### config.mk
export PLATFORM = sky130hd
export DESIGN_NAME = min_unpooling
export DESIGN_NICKNAME = d
export VERILOG_FILES = /design/src/rtl/min_unpooling.sv
export SDC_FILE = /design/constraint.sdc
export NUM_CORES = 1
export LEC_CHECK = 0
export ABC_CLOCK_PERIOD_IN_PS = 1500
export CORE_MARGIN = 1
export CORE_UTILIZATION = 43
export DETAILED_ROUTE_END_ITERATION = 16
export GPL_TIMING_DRIVEN = 0
export HOLD_SLACK_MARGIN = 0.06
export PLACE_DENSITY_LB_ADDON = 0.25
export SYNTH_ARGS = -nofsm -noshare
export SYNTH_HDL_FRONTEND = slang
export SYNTH_SLANG_ARGS = --single-unit
### constraint.sdc
create_clock -name clk -period 1.5 [get_ports clk]
set_input_delay 0.225 -clock clk [delete_from_list [all_inputs] [get_ports clk]]
set_output_delay 0.225 -clock clk [all_outputs]
set_load 0.02 [all_outputs]
### src/rtl/min_unpooling.sv
//------------------------------------------------------------------------------
// min_unpooling
// Scatters a pooled minimum back into its window position, one element per cycle.
// Revision: 1.0
//------------------------------------------------------------------------------
`default_nettype none

module min_unpooling #(
  parameter int IL    = 4,
  parameter int FL    = 16,
  parameter int size  = 4,
  parameter int width = $clog2(size)
) (
  input  logic                 clk,
  input  logic                 rst_n,
  input  logic                 en,
  input  logic                 input_ready,
  input  logic [IL+FL-1:0]     val,
  input  logic [width-1:0]     idx,
  output logic [IL+FL-1:0]     om [size],
  output logic                 busy,
  output logic                 done
);

  localparam int c_dw = IL + FL;

  typedef enum logic [1:0] {
    IDLE = 2'd0,
    FILL = 2'd1,
    DONE = 2'd2
  } state_t;

  state_t            r_state;
  logic [width-1:0]  r_ptr;
  logic [c_dw-1:0]   r_val;
  logic [width-1:0]  r_idx;

  assign busy = (r_state == FILL);
  assign done = (r_state == DONE);

  always_ff @(posedge clk) begin
    if (!rst_n) begin
      r_state <= IDLE;
      r_ptr   <= '0;
      r_val   <= '0;
      r_idx   <= '0;
      for (int i = 0; i < size; i++) om[i] <= '0;
    end else if (en) begin
      case (r_state)
        IDLE, DONE: begin
          if (input_ready) begin
            r_val   <= val;
            r_idx   <= idx;
            r_ptr   <= '0;
            r_state <= FILL;
            for (int i = 0; i < size; i++) om[i] <= '0;
          end else begin
            r_state <= IDLE;
          end
        end
        FILL: begin
          // An out-of-range latched index never matches, leaving the window all zero.
          for (int i = 0; i < size; i++) begin
            if (r_ptr == width'(i))
              om[i] <= (r_ptr == r_idx) ? r_val : '0;
          end
          if (r_ptr == width'(size - 1)) begin
            r_ptr   <= '0;
            r_state <= DONE;
          end else begin
            r_ptr   <= r_ptr + width'(1);
          end
        end
        default: r_state <= IDLE;
      endcase
    end
  end

endmodule

`default_nettype wire

# Word level (Yosys, flattened, before mapping)
# Cells that the tools add are included.
word_totals:
  reg_bits: 106
  input_bits: 26
  out_inout_bits: 82
  word_cells: 44
classes:
  addsub: 1
  eq_ne: 11
  n_mux: 13
  n_reduce_logical: 11
op_table:
  columns: ["op", "n"]
  rows:
  - ["one-hot mux 80 bit (2 select lines)", 1]
  - ["2-to-1 mux 20 bit", 5]
  - ["2-to-1 mux 80 bit", 1]
  - ["AND reduction 4 bit", 4]
  - ["!= test 2 x 1 -> 1 bit (second input constant)", 4]
  - ["one-hot mux 2 bit (2 select lines)", 2]
  - ["== test 2 bit (second input constant)", 3]
  - ["2-to-1 mux 2 bit", 3]
  - ["AND reduction 3 bit", 2]
  - ["== test 2 x 1 -> 1 bit (second input constant)", 2]
  - ["zero test 2 bit", 2]
  - ["adder 2 x 1 -> 2 bit (second input constant)", 1]
  - ["== test 2 bit", 1]
  - ["!= test 2 bit (second input constant)", 1]
  - ["AND reduction 2 bit", 1]
  - ["nonzero test 2 bit", 1]
  - ["OR reduction 2 bit", 1]
  - ["2-to-1 mux 1 bit", 1]

# Logic depth before layout (Yosys ltp)
# Gate-level depths: netlist of the first run.
depth:
  depth_word: 4
  mapped_depth: 7

# Least setup slack after synthesis of the first run
# No wires, ideal clock.
synth_path:
  path_kind: "reg-to-reg"
  from: "reg r_ptr[0]"
  to: "reg om[20] (netlist bit)"
  arrival_time_ps: 1372
  t_required_ps: 1432
  path_slack_ps: 60
  stages_incl_launch_ff: 8
  synth_period_minus_slack_ps: 1440
  cell_sequence: "dfxtp_1 inv_1 ha_1 nand3b_1 a211o_1 buf_6 buf_6 o2bb2ai_2"
synth_via:
  elab_chain_cells: 4
  word_cells_on_any_way: 7
synth_lines:
  columns: ["element", "line_no", "source"]
  rows:
  - ["from (decl)", "34", "logic [width-1:0] r_ptr;"]
  - ["from (signal assigned)", "71", "r_ptr <= r_ptr + width'(1);"]
  - ["== test 2 bit", "65", "om[i] <= (r_ptr == r_idx) ? r_val : '0;"]
  - ["2-to-1 mux 20 bit", "65", null]
  - ["2-to-1 mux 20 bit", "64", "if (r_ptr == width'(i))"]
  - ["one-hot mux 80 bit (2 select lines)", "49", "case (r_state)"]
  - ["to (signal, indexed assignment)", "65", null]
  - ["to (decl)", "20", "output logic [IL+FL-1:0] om [size],"]
# Several ways; a longest one is shown, not always the timed one. The select of a mux whose other input is x is not followed.
# A chain may end at the register's enable or synchronous reset.

# Final worst setup path of the first run
layout_path:
  from: "reg r_ptr[1]"
  to: "reg om[23] (netlist bit)"
# Same word-level chain as after synthesis.

==> qor.txt, run 1 <==
Static Leakage: 0.00237 uW
Met3 Use GR: 4.26%
Most frequent cells in the layout: dfxtp_1, dlygate4sd2_1, nand2_1
Synth area leaders: dfxtp_1, a32o_1, nand2_1
Startpoint types: register
GRT Resource Usage Total: 22.1%
Yosys top cell by area: dfxtp_1
Drt drc: 0
RePlAce Congestion: 0.799
Relative slew slack: 65.9%
Routed Antenna Nets: 0
Skew-Pair Late Insertion Delay: 0.38 ns
Seq cells post-synth: 106
Detail Placement HPWL: 7.45 mm
Num rows: 34
GR Layer Usage met1: 28.9%
Share of layout cells above drive strength 1: 20.5%
Avg Inst Size Synth: 11.2 um^2
Die area: 9380 um^2
Drt total wl: 10.7 mm
First-pass GRT wire length: 16.4 mm
RSZ-0062 raised after global routing: true
Worst Path Class, Setup: register to register
Die Wd: 96.9 um
CP Capture Type: register
Hold Path Stages: 3
Port Buffers: 107
Yosys warnings: 0
Max Fclk: 656 MHz
FF-to-FF setup slack: -0.02 ns
Period utilisation layout: 102%
Worst reg2reg path depth: 7
Clock root buffer: clkbuf_8
DR WL/cell: 18.1 um
Final hold violations: 0
Core Util, Final: 63.1%
DR iter-0 viols: 218
Reg2reg end: om[23]$_SDFFE_PN0P_
Mapped cell area: 3870 um^2
Pin count of the biggest net entering global routing: 19
Drt pass-1 iters: 4
Leading cell type in the layout, fill and taps excluded: dfxtp_1
Vias/cell: 5.60
Outcome: finished with violations
Fin crit period: 1.52 ns
Crit-path max FO: 5
Fin nets: 509
Final setup viols: 22
Sequential share of the synthesized area: 54.8%
Pins Over Slew Limit: 0
Reg2Reg Launch Point: r_ptr[1]$_SDFFE_PN0P_
Worst EP required: 1.81 ns
Depth of the CTS H-tree: 3
Slew at the pin with the worst max-slew slack: 0.511 ns
Hold worst-path end: r_val[16]$_SDFFE_PN0P_
Data arrival, critical path: 1.83 ns
Antenna violations before repair: 0
Clk sink count: 106
Die Ht: 96.9 um
CTS Hold Bufs: 0
Grt total ovfl: 0
N_diodes: 0
Area growth syn-to-layout: 42.2%
Hold path startpoint: val[16]
Failing checks: negative setup slack
Routed vias: 3313
Syn Nets: 377
Synthesized instance count: 347
Worst Hold Class: input port to register
Setup WS post-layout: -0.0247 ns
Maximum vdd drop: 546 uV
Busiest grt layer: met2
Maximum clock path buffer count: 2
Vias in the first global route: 3161
Placeable Area: 8720 um^2
WHS: 0.390 ns
Clock skew: 0.0107 ns
Maxcap violations: 0
CTS tree: yes
Pwr Density: 954 nW/um^2
Starting Density: 44.4%
Clock Pin Slew Worst Setup and Hold Paths: 0.10 ns
Synth unique cells: 30
CP startpoint: r_ptr[1]$_SDFFE_PN0P_
Met2 GRT Util: 35.8%
Clock buffer count from CTS: 9
Yosys top cell area share: 54.8%
Top Ports: 108
Setup TNS Final: -0.260 ns
-- metal layers --
metal / routed length [um] / part of all wire (%)
met5: 0 / 0
met1: 4780 / 45
met3: 536 / 5.0
met2: 5300 / 49
met4: 119 / 1.1
-- through the flow --
step / total power (uW) / cells / setup WS, ns / instance area [um^2]
2_1_floorplan: 3270 / 347 / 0.0598 / 3870
3_3_place_gp: 3460 / 562 / -0.365 / 5080
3_5_place_dp: 3470 / 562 / -0.404 / 5080
4_1_cts: 5120 / 579 / -0.0215 / 5200
5_1_grt: 5430 / 592 / -0.0808 / 5500
6_report: 5250 / 592 / -0.0247 / 5500
-- area by class of cell --
| cell class | count | area (um^2) |
|---|---|---|
| Inverter | 3 | 16.3 |
| Buffer | 35 | 295 |
| Clock buffer | 10 | 138 |
| Clock inverter | 6 | 47.5 |
| Sequential cell | 106 | 2130 |
| Multi-Input combinational cell | 203 | 1640 |
| Timing Repair Buffer | 121 | 1100 |
| Tap cell | 108 | 135 |
| Fill cell | 717 | 3220 |
-- logic make-up after synthesis --
group / after synthesis / synth area share [%]
DFF: 106 / 54.8
AOI/OAI and AO/OA: 114 / 27.4
adders and majority gates: 4 / 1.29
buffers and inverters: 38 / 6.01
xor gates and xnor gates: 2 / 0.453
and+or+nand+nor: 83 / 9.99
-- cell usage after synthesis --
cell type,number
clkbuf_1,3
inv_2,1
nor2b_1,1
nand2_1,64
a211o_1,1
nand2b_1,2
a211oi_1,3
and4b_1,1
and3b_1,2
a2bb2o_4,1
nand4b_1,1
o2bb2ai_1,9
buf_2,18
a311oi_2,3
xor2_1,2
ha_1,4
o2bb2ai_2,10
nand3b_4,1
and3_1,1
nor2b_2,1
nand3_1,3
buf_6,4
dfxtp_1,106
nor2_1,1
inv_1,2
o21ai_0,1
buf_4,10
a21oi_1,26
a32o_1,60
nand3b_1,5
-- where the power goes --
| group | switching, uW | leakage [uW] | internal (uW) | total, uW |
|---|---|---|---|---|
| Clock | 1020 | 0.0000941 | 671 | 1690 |
| Combinational | 361 | 0.00142 | 293 | 654 |
| Sequential | 58.8 | 0.000858 | 2850 | 2910 |
| Total | 1440 | 0.00237 | 3810 | 5250 |
-- how the worst max path moves through the flow --
stage                     endpoint  slack, ns  depth (start not counted)
4_1_cts        om[34]$_SDFFE_PN0P_      -0.02                          5
6_report       om[23]$_SDFFE_PN0P_      -0.02                          7
5_1_grt        om[23]$_SDFFE_PN0P_      -0.08                          7
2_1_floorplan  om[20]$_SDFFE_PN0P_       0.06                          7
3_5_place_dp   om[23]$_SDFFE_PN0P_      -0.40                          6
3_3_place_gp   om[22]$_SDFFE_PN0P_      -0.36                          6
-- timing repair --
action / CTS / global route
endpoints found under the setup margin: 167 / 80
gates cloned: 0 / 6
setup buffers: 1 / 7
gates resized for setup: 104 / 50
pin swaps: 1 / 11
-- registers in the layout, indices dropped and copies added (netlist names) --
signal and flops:
r_ptr 2, r_val 20, r_state 2, om 80
r_idx 2
-- worst max-delay path, stage by stage, from the launching register on --
cell	delay, ns
dfxtp_4	0.38
buf_6	0.12
ha_4	0.15
buf_4	0.13
a311oi_4	0.26
buf_4	0.19
buf_6	0.13
o2bb2ai_2	0.11
(Power assumes the default switching activity.)
==> inputs of run 2 (changes only) <==
Settings changed: MAX_ROUTING_LAYER set to met4, PLACE_DENSITY set to 0.87, PLACE_DENSITY_LB_ADDON 0.25 to not set.
==> run 2 against run 1 <==
Against the previous run: setup slack got worse by 0.021 ns; clock power rose by 16%; the flow still finishes with violations (negative setup slack); worst hold slack worse by 0.0046 ns; non-clock buffer count up 3; critical path type unchanged; design area is 4.7% higher; clock-buffer cell count is 2 higher; critical endpoint is now om[2]$_SDFFE_PN0P_; first-iteration DRC count up 47%.
==> qor.txt, run 2 (synthesis gave the netlist of run 1 again) <==
Antenna violations before repair: 0 (unchanged)
Clock buffer count from CTS: 9 (unchanged)
Worst Path Class, Setup: register to register
RePlAce Congestion: 0.902 (+13%)
Depth of the CTS H-tree: 3 (unchanged)
CP Capture Type: register
Fin nets: 512 (+0.59%)
Fin crit period: 1.55 ns (+0.0212 ns)
Share of layout cells above drive strength 1: 22.0% (+1.5 points)
Period utilisation layout: 103% (+1.4 points)
DR WL/cell: 19.4 um (+7.0%)
Slew at the pin with the worst max-slew slack: 0.530 ns (+0.0190 ns)
Data arrival, critical path: 1.85 ns (+0.02 ns)
Pwr Density: 980 nW/um^2 (+2.7%)
Max stage delay on crit path: 0.42 ns (+0.04 ns)
Die area: 9380 um^2 (unchanged)
Routed Antenna Nets: 0 (unchanged)
CP top delay family: compound AO/OA/AOI/OAI gates
Num rows: 34 (unchanged)
Detail Placement HPWL: 7.59 mm (+1.9%)
Total power: 5640 uW (+7.5%)
Register cell area after layout: 2130 um^2 (about the same)
WP depth: 5 (-2)
CTS tree: yes
Maxcap violations: 0 (unchanged)
Core Util, Final: 66.1% (+3.0 points)
Clk sink count: 106 (unchanged)
N_diodes: 0 (unchanged)
Worst EP required: 1.81 ns (about the same)
Pins Over Slew Limit: 0 (unchanged)
Clock root buffer: clkbuf_8
Area growth syn-to-layout: 48.9%
Area of the multi-input gates: 1780 um^2 (+8.3%)
Switching part of the total: 24.8% (-2.5 points)
Drt pass-1 iters: 5 (+1)
Top Ports: 108 (unchanged)
Design area: 5760 um^2 (+4.7%)
Met3 Use GR: 3.54% (-0.72 points)
# fillers: 618 (-14%)
GR Layer Usage met1: 28.2% (-0.64 points)
RSZ-0062 raised after global routing: true
Seq pwr share: 51.6% (-3.8 points)
Pint: 4240 uW (+11%)
Crit-path max FO: 10 (+5)
Relative slew slack: 64.7% (-1.3 points)
Hold path startpoint: input_ready
Clock group share of total power: 34.7% (+2.6 points)
Final setup viols: 68 (+210%)
Max Fclk: 647 MHz (-1.4%)
Drt total wl: 11.6 mm (+7.6%)
Die Ht: 96.9 um (unchanged)
Drt drc: 0 (unchanged)
Setup WS post-layout: -0.0459 ns (-0.0212 ns)
Die Wd: 96.9 um (unchanged)
Setup TNS Final: -1.60 ns (-1.34 ns)
Skew-Pair Late Insertion Delay: 0.37 ns (about the same)
Worst-path cell with the longest stage delay: dfxtp_4
Maximum clock path buffer count: 2 (unchanged)
Worst reg2reg path depth: 5 (-2)
First-pass GRT wire length: 16.4 mm (unchanged)
Grt total ovfl: 0 (unchanged)
Buf/Inv on CP: 1 (-3)
Placed instance area: 5080 um^2 (unchanged)
DR iter-0 viols: 320 (+47%)
Most frequent cells in the layout: dfxtp_1, dlygate4sd2_1, nand2_1
Pin count of the biggest net entering global routing: 17 (-2)
Vias/cell: 5.88 (+5.1%)
Maximum vdd drop: 438 uV (-20%)
FF-to-FF setup slack: -0.05 ns (-0.02 ns)
Startpoint types: register
Vias in the first global route: 3254 (+2.9%)
Outcome: finished with violations
Reg2Reg Launch Point: r_ptr[0]$_SDFFE_PN0P_
Port Buffers: 107 (unchanged)
Comb power frac: 13.7% (+1.2 points)
Static Leakage: 0.00246 uW (+3.8%)
Max reg flops: 80 (unchanged)
Largest reg by FF count: om
WHS: 0.385 ns (-0.00456 ns)
Met2 GRT Util: 36.2% (+0.43 points)
Clock Pin Slew Worst Setup and Hold Paths: 0.09 ns (about the same)
Starting Density: 44.4% (unchanged)
Net Switching: 1400 uW (-2.4%)
Largest regs: om (80), r_val (20)
GRT Resource Usage Total: 22.7% (+0.67 points)
CP startpoint: r_ptr[0]$_SDFFE_PN0P_
Busiest grt layer: met2
Clock skew: 0.0114 ns (+0.000668 ns)
Hold Path Stages: 4 (+1)
Leading cell type in the layout, fill and taps excluded: dfxtp_1
Final hold violations: 0 (unchanged)
Failing checks: negative setup slack
Placeable Area: 8720 um^2 (unchanged)
Crit-path cells: ha_2 -> nand3b_1 -> a211oi_2 -> buf_4 -> a32o_1
Routed vias: 3498 (+5.6%)
Worst Hold Class: input port to register
==> run 2: cell types whose count changed in the layout (fill, tap and decap cells not counted), moves of 2 or more <==
cell	before	now
buf_12	1	3
o2bb2ai_1	7	2
inv_6	5	1
buf_6	16	23
bufinv_16	0	2
buf_4	17	12
o2bb2ai_4	1	6
==> run 2: area by class of cell <==
class | instances | share of cell area, %
plain buffers | 35 | 5.17
clock buffers | 12 | 2.69
clock inverters | 4 | 1.28
inverters | 3 | 0.326
multi-input cells | 203 | 30.8
flip-flops and latches | 106 | 37.0
well taps | 108 | 2.35
repair buffers | 124 | 20.3
==> run 2: repair_timing <==
action | 4_1_cts | 5_1_grt
pin swaps | 2 | 11
setup buffers | 1 | 11
setup endpoints to repair | 152 | 91
endpoints found under the hold margin | 0 | 0
gates cloned | 0 | 6
hold buffers | 0 | 0
resized for setup | 107 | 73
==> run 2: path summary, 6_finish.rpt <==
check	to
min	r_idx[1]$_SDFFE_PN0P_
min reg2reg	om[49]$_SDFFE_PN0P_
max reg2reg	om[2]$_SDFFE_PN0P_
max	om[2]$_SDFFE_PN0P_
==> run 2: worst reg2reg max path, delay by kind of cell, from the launching register on <==
kind / cells / cell delay, ns
AOI/OAI and AO/OA: 2 / 0.49
DFF: 1 / 0.42
buffers and inverters: 1 / 0.24
adders and majority gates: 1 / 0.22
and+or+nand+nor: 1 / 0.12
==> run 2: stage by stage <==
step                      instances  setup WS (ns)
final                           595        -0.0459
after CTS                       579        -0.0105
after floorplan                 347         0.0598
after detailed placement        562         -0.359
after global placement          562         -0.340
after global routing            595         -0.112
==> run 2: routing by layer <==
metal / vias up / share of wire [%] / wire, um
met1: 1685 / 39 / 4530
li1: 1578 / - / -
met5: - / 0 / 0
met3: 40 / 7.6 / 879
met2: 195 / 49 / 5640
met4: 0 / 4.3 / 501
==> run 2: power groups by stage <==
stage | combinational [uW] | sequential, uW | clock [uW]
after floorplan | 310 | 2960 | 0
after global placement | 479 | 2970 | 0
after detailed placement | 499 | 2970 | 0
after CTS | 529 | 2900 | 1960
after global routing | 815 | 2920 | 2090
final | 774 | 2910 | 1960
==> inputs of run 3 (changes only) <==
Settings changed: ABC_CLOCK_PERIOD_IN_PS 1500 to 1840, CORE_MARGIN 1 to not set, CORE_UTILIZATION 43 to 51, PLACE_DENSITY 0.87 to 0.95.
Clock period 1.5 ns to 1.84 ns, I/O delays scaled along.
==> run 3 against run 2 <==
Against the previous run: the run now ends clean; clock-buffer cell count did not move; via count down 3.1%; worst hold slack better by 0.068 ns; clock power decreased by 21%; routed wire length down 4.3%; clock skew decreased by 0.0035 ns; critical path depth is 2 lower; combinational power down 47%; largest cell class unchanged.
==> qor.txt, run 3 (synthesis gave the netlist of run 1 again) <==
Skew-Pair Late Insertion Delay: 0.36 ns (about the same)
Period utilisation layout: 95.3%
Die Wd: 89.1 um (-8.0%)
DR WL/cell: 19.4 um (about the same)
Crit-path cells: buf_6 -> nor2b_2 -> dlygate4sd2_1
Setup TNS Final: 0 ns (+1.60 ns)
Dpl cells: 553 (-1.6%)
Maximum vdd drop: 434 uV (-0.83%)
Crit-path max FO: 10 (unchanged)
First-pass GRT wire length: 16.8 mm (+2.5%)
Clock buffer count from CTS: 9 (unchanged)
Slew at the pin with the worst max-slew slack: 0.532 ns (+0.00153 ns)
DR iter-0 viols: 303 (-5.3%)
Largest regs: om (80), r_val (20)
Vias/cell: 5.96 (+1.3%)
Depth of the CTS H-tree: 3 (unchanged)
Fin nets: 495 (-3.3%)
CTS tree: yes
RSZ-0062 raised after global routing: false
Clk sink count: 106 (unchanged)
Pin count of the biggest net entering global routing: 18 (+1)
Die area: 7940 um^2 (-15%)
Drt total wl: 11.1 mm (-4.3%)
Routed Antenna Nets: 0 (unchanged)
Clock Pin Slew Worst Setup and Hold Paths: 0.10 ns (about the same)
# fillers: 517 (-16%)
Worst Path Class, Setup: register to output pin
Maximum clock path buffer count: 2 (unchanged)
Final hold violations: 0 (unchanged)
Static Leakage: 0.00188 uW (-23%)
Drt pass-1 iters: 5 (unchanged)
Placeable Area: 7290 um^2 (-16%)
Routed vias: 3390 (-3.1%)
Area growth syn-to-layout: 36.6%
Die Ht: 89.1 um (-8.0%)
Grt total ovfl: 0 (unchanged)
Pwr Density: 818 nW/um^2 (-16%)
N_diodes: 0 (unchanged)
Max Fclk: 570 MHz
GRT Resource Usage Total: 29.0% (+6.3 points)
Data arrival, critical path: 1.48 ns (-0.37 ns)
Drt drc: 0 (unchanged)
Fin crit period: 1.75 ns
Antenna violations before repair: 0 (unchanged)
Share of layout cells above drive strength 1: 13.8% (-8.1 points)
Worst EP required: 1.56 ns (-0.25 ns)
Max reg flops: 80 (unchanged)
Largest reg by FF count: om
Worst Hold Class: input port to register
RePlAce Congestion: 0.842 (-6.6%)
Max stage delay on crit path: 0.38 ns (-0.04 ns)
Starting Density: 53.1% (+8.7 points)
Relative slew slack: 64.6% (-0.10 points)
Worst-path cell with the longest stage delay: dlygate4sd2_1
Maxcap violations: 0 (unchanged)
Startpoint types: register
Most frequent cells in the layout: dfxtp_1, clkdlybuf4s50_1, nand2_1
Clock skew: 0.00786 ns (-0.00352 ns)
Pins Over Slew Limit: 0 (unchanged)
Num rows: 31 (-8.8%)
Post-route insts no fill: 569 (-4.4%)
Clock root buffer: clkbuf_8
Vias in the first global route: 3239 (-0.46%)
Port Buffers: 107 (unchanged)
Detail Placement HPWL: 7.76 mm (+2.3%)
CTS Hold Bufs: 0 (unchanged)
Outcome: finished, final reports clean
CP Capture Type: output pin
Final setup viols: 0 (-100%)
Top Ports: 108 (unchanged)
Leading cell type in the layout, fill and taps excluded: dfxtp_1
## run 3: changes by cell type in the layout (fill, tap and decap cells not counted), sizes merged
cell           previous run  this run
clkdlybuf4s50            24       105
dlygate4sd2              80         2
buf                      51        32
bufinv                    2         1
clkinv                    2         1
clkinvlp                  0         1
dlymetal6s2s              1         0
inv                       3         4
## run 3: worst max-delay path: cells and delay by family (launching register included)
family,cells,cell delay [ns]
buf+inv,2,0.52
flops,1,0.33
simple gates,1,0.27
## run 3: where the power goes
part | switching [uW] | internal (uW)
combinational | 253 | 158
sequential | 47.1 | 2320
clock | 789 | 753
total | 1090 | 3240
## run 3: worst paths after layout
check | from | end | depth (start not counted) | slack (ns)
setup / recovery | r_state[1]$_SDFFE_PN0P_ | busy | 3 | 0.09
hold reg to reg | om[34]$_SDFFE_PN0P_ | om[34]$_SDFFE_PN0P_ | 1 | 0.48
setup reg to reg | r_ptr[0]$_SDFFE_PN0P_ | om[25]$_SDFFE_PN0P_ | 7 | 0.16
hold / removal | val[8] | r_val[8]$_SDFFE_PN0P_ | 3 | 0.45
## run 3: routing by layer
metal / up-vias / global-route usage (%) / routed length, um
met3: 40 / 4.52 / 642
met1: 1644 / 35.7 / 4490
met2: 171 / 47.5 / 5550
met5: - / - / 0
li1: 1535 / - / -
met4: 0 / 12.4 / 373
## run 3: repair_timing
| action | in CTS | in global routing |
|---|---|---|
| resized for setup | 2 | 0 |
| endpoints found under the setup margin | 2 | 0 |
| buffers inserted | 0 | 0 |
## run 3: area by class of cell
cell class	instances	area, um^2	share of cell area (%)
Tap cell	99	124	2.34
Buffer	35	221	4.19
Clock inverter	4	57.6	1.09
Multi-Input combinational cell	203	1520	28.7
Timing Repair Buffer	107	1070	20.2
Inverter	3	11.3	0.213
Clock buffer	12	165	3.12
Sequential cell	106	2120	40.2
## run 3: stage by stage
step                total power [uW]  hold WS [ns]  worst slack (ns)  util [%]  cell area (um^2)
finish                          4330         0.453            0.0868      72.5              5290
global route                    4450         0.453            0.0159      72.5              5290
CTS                             4320         0.450            0.0939      72.5              5290
detailed placement              2820         0.453            -0.141      69.5              5060
global placement                2800         0.447           -0.0734      69.5              5060
floorplan                       2660         0.412             0.400         -              3870
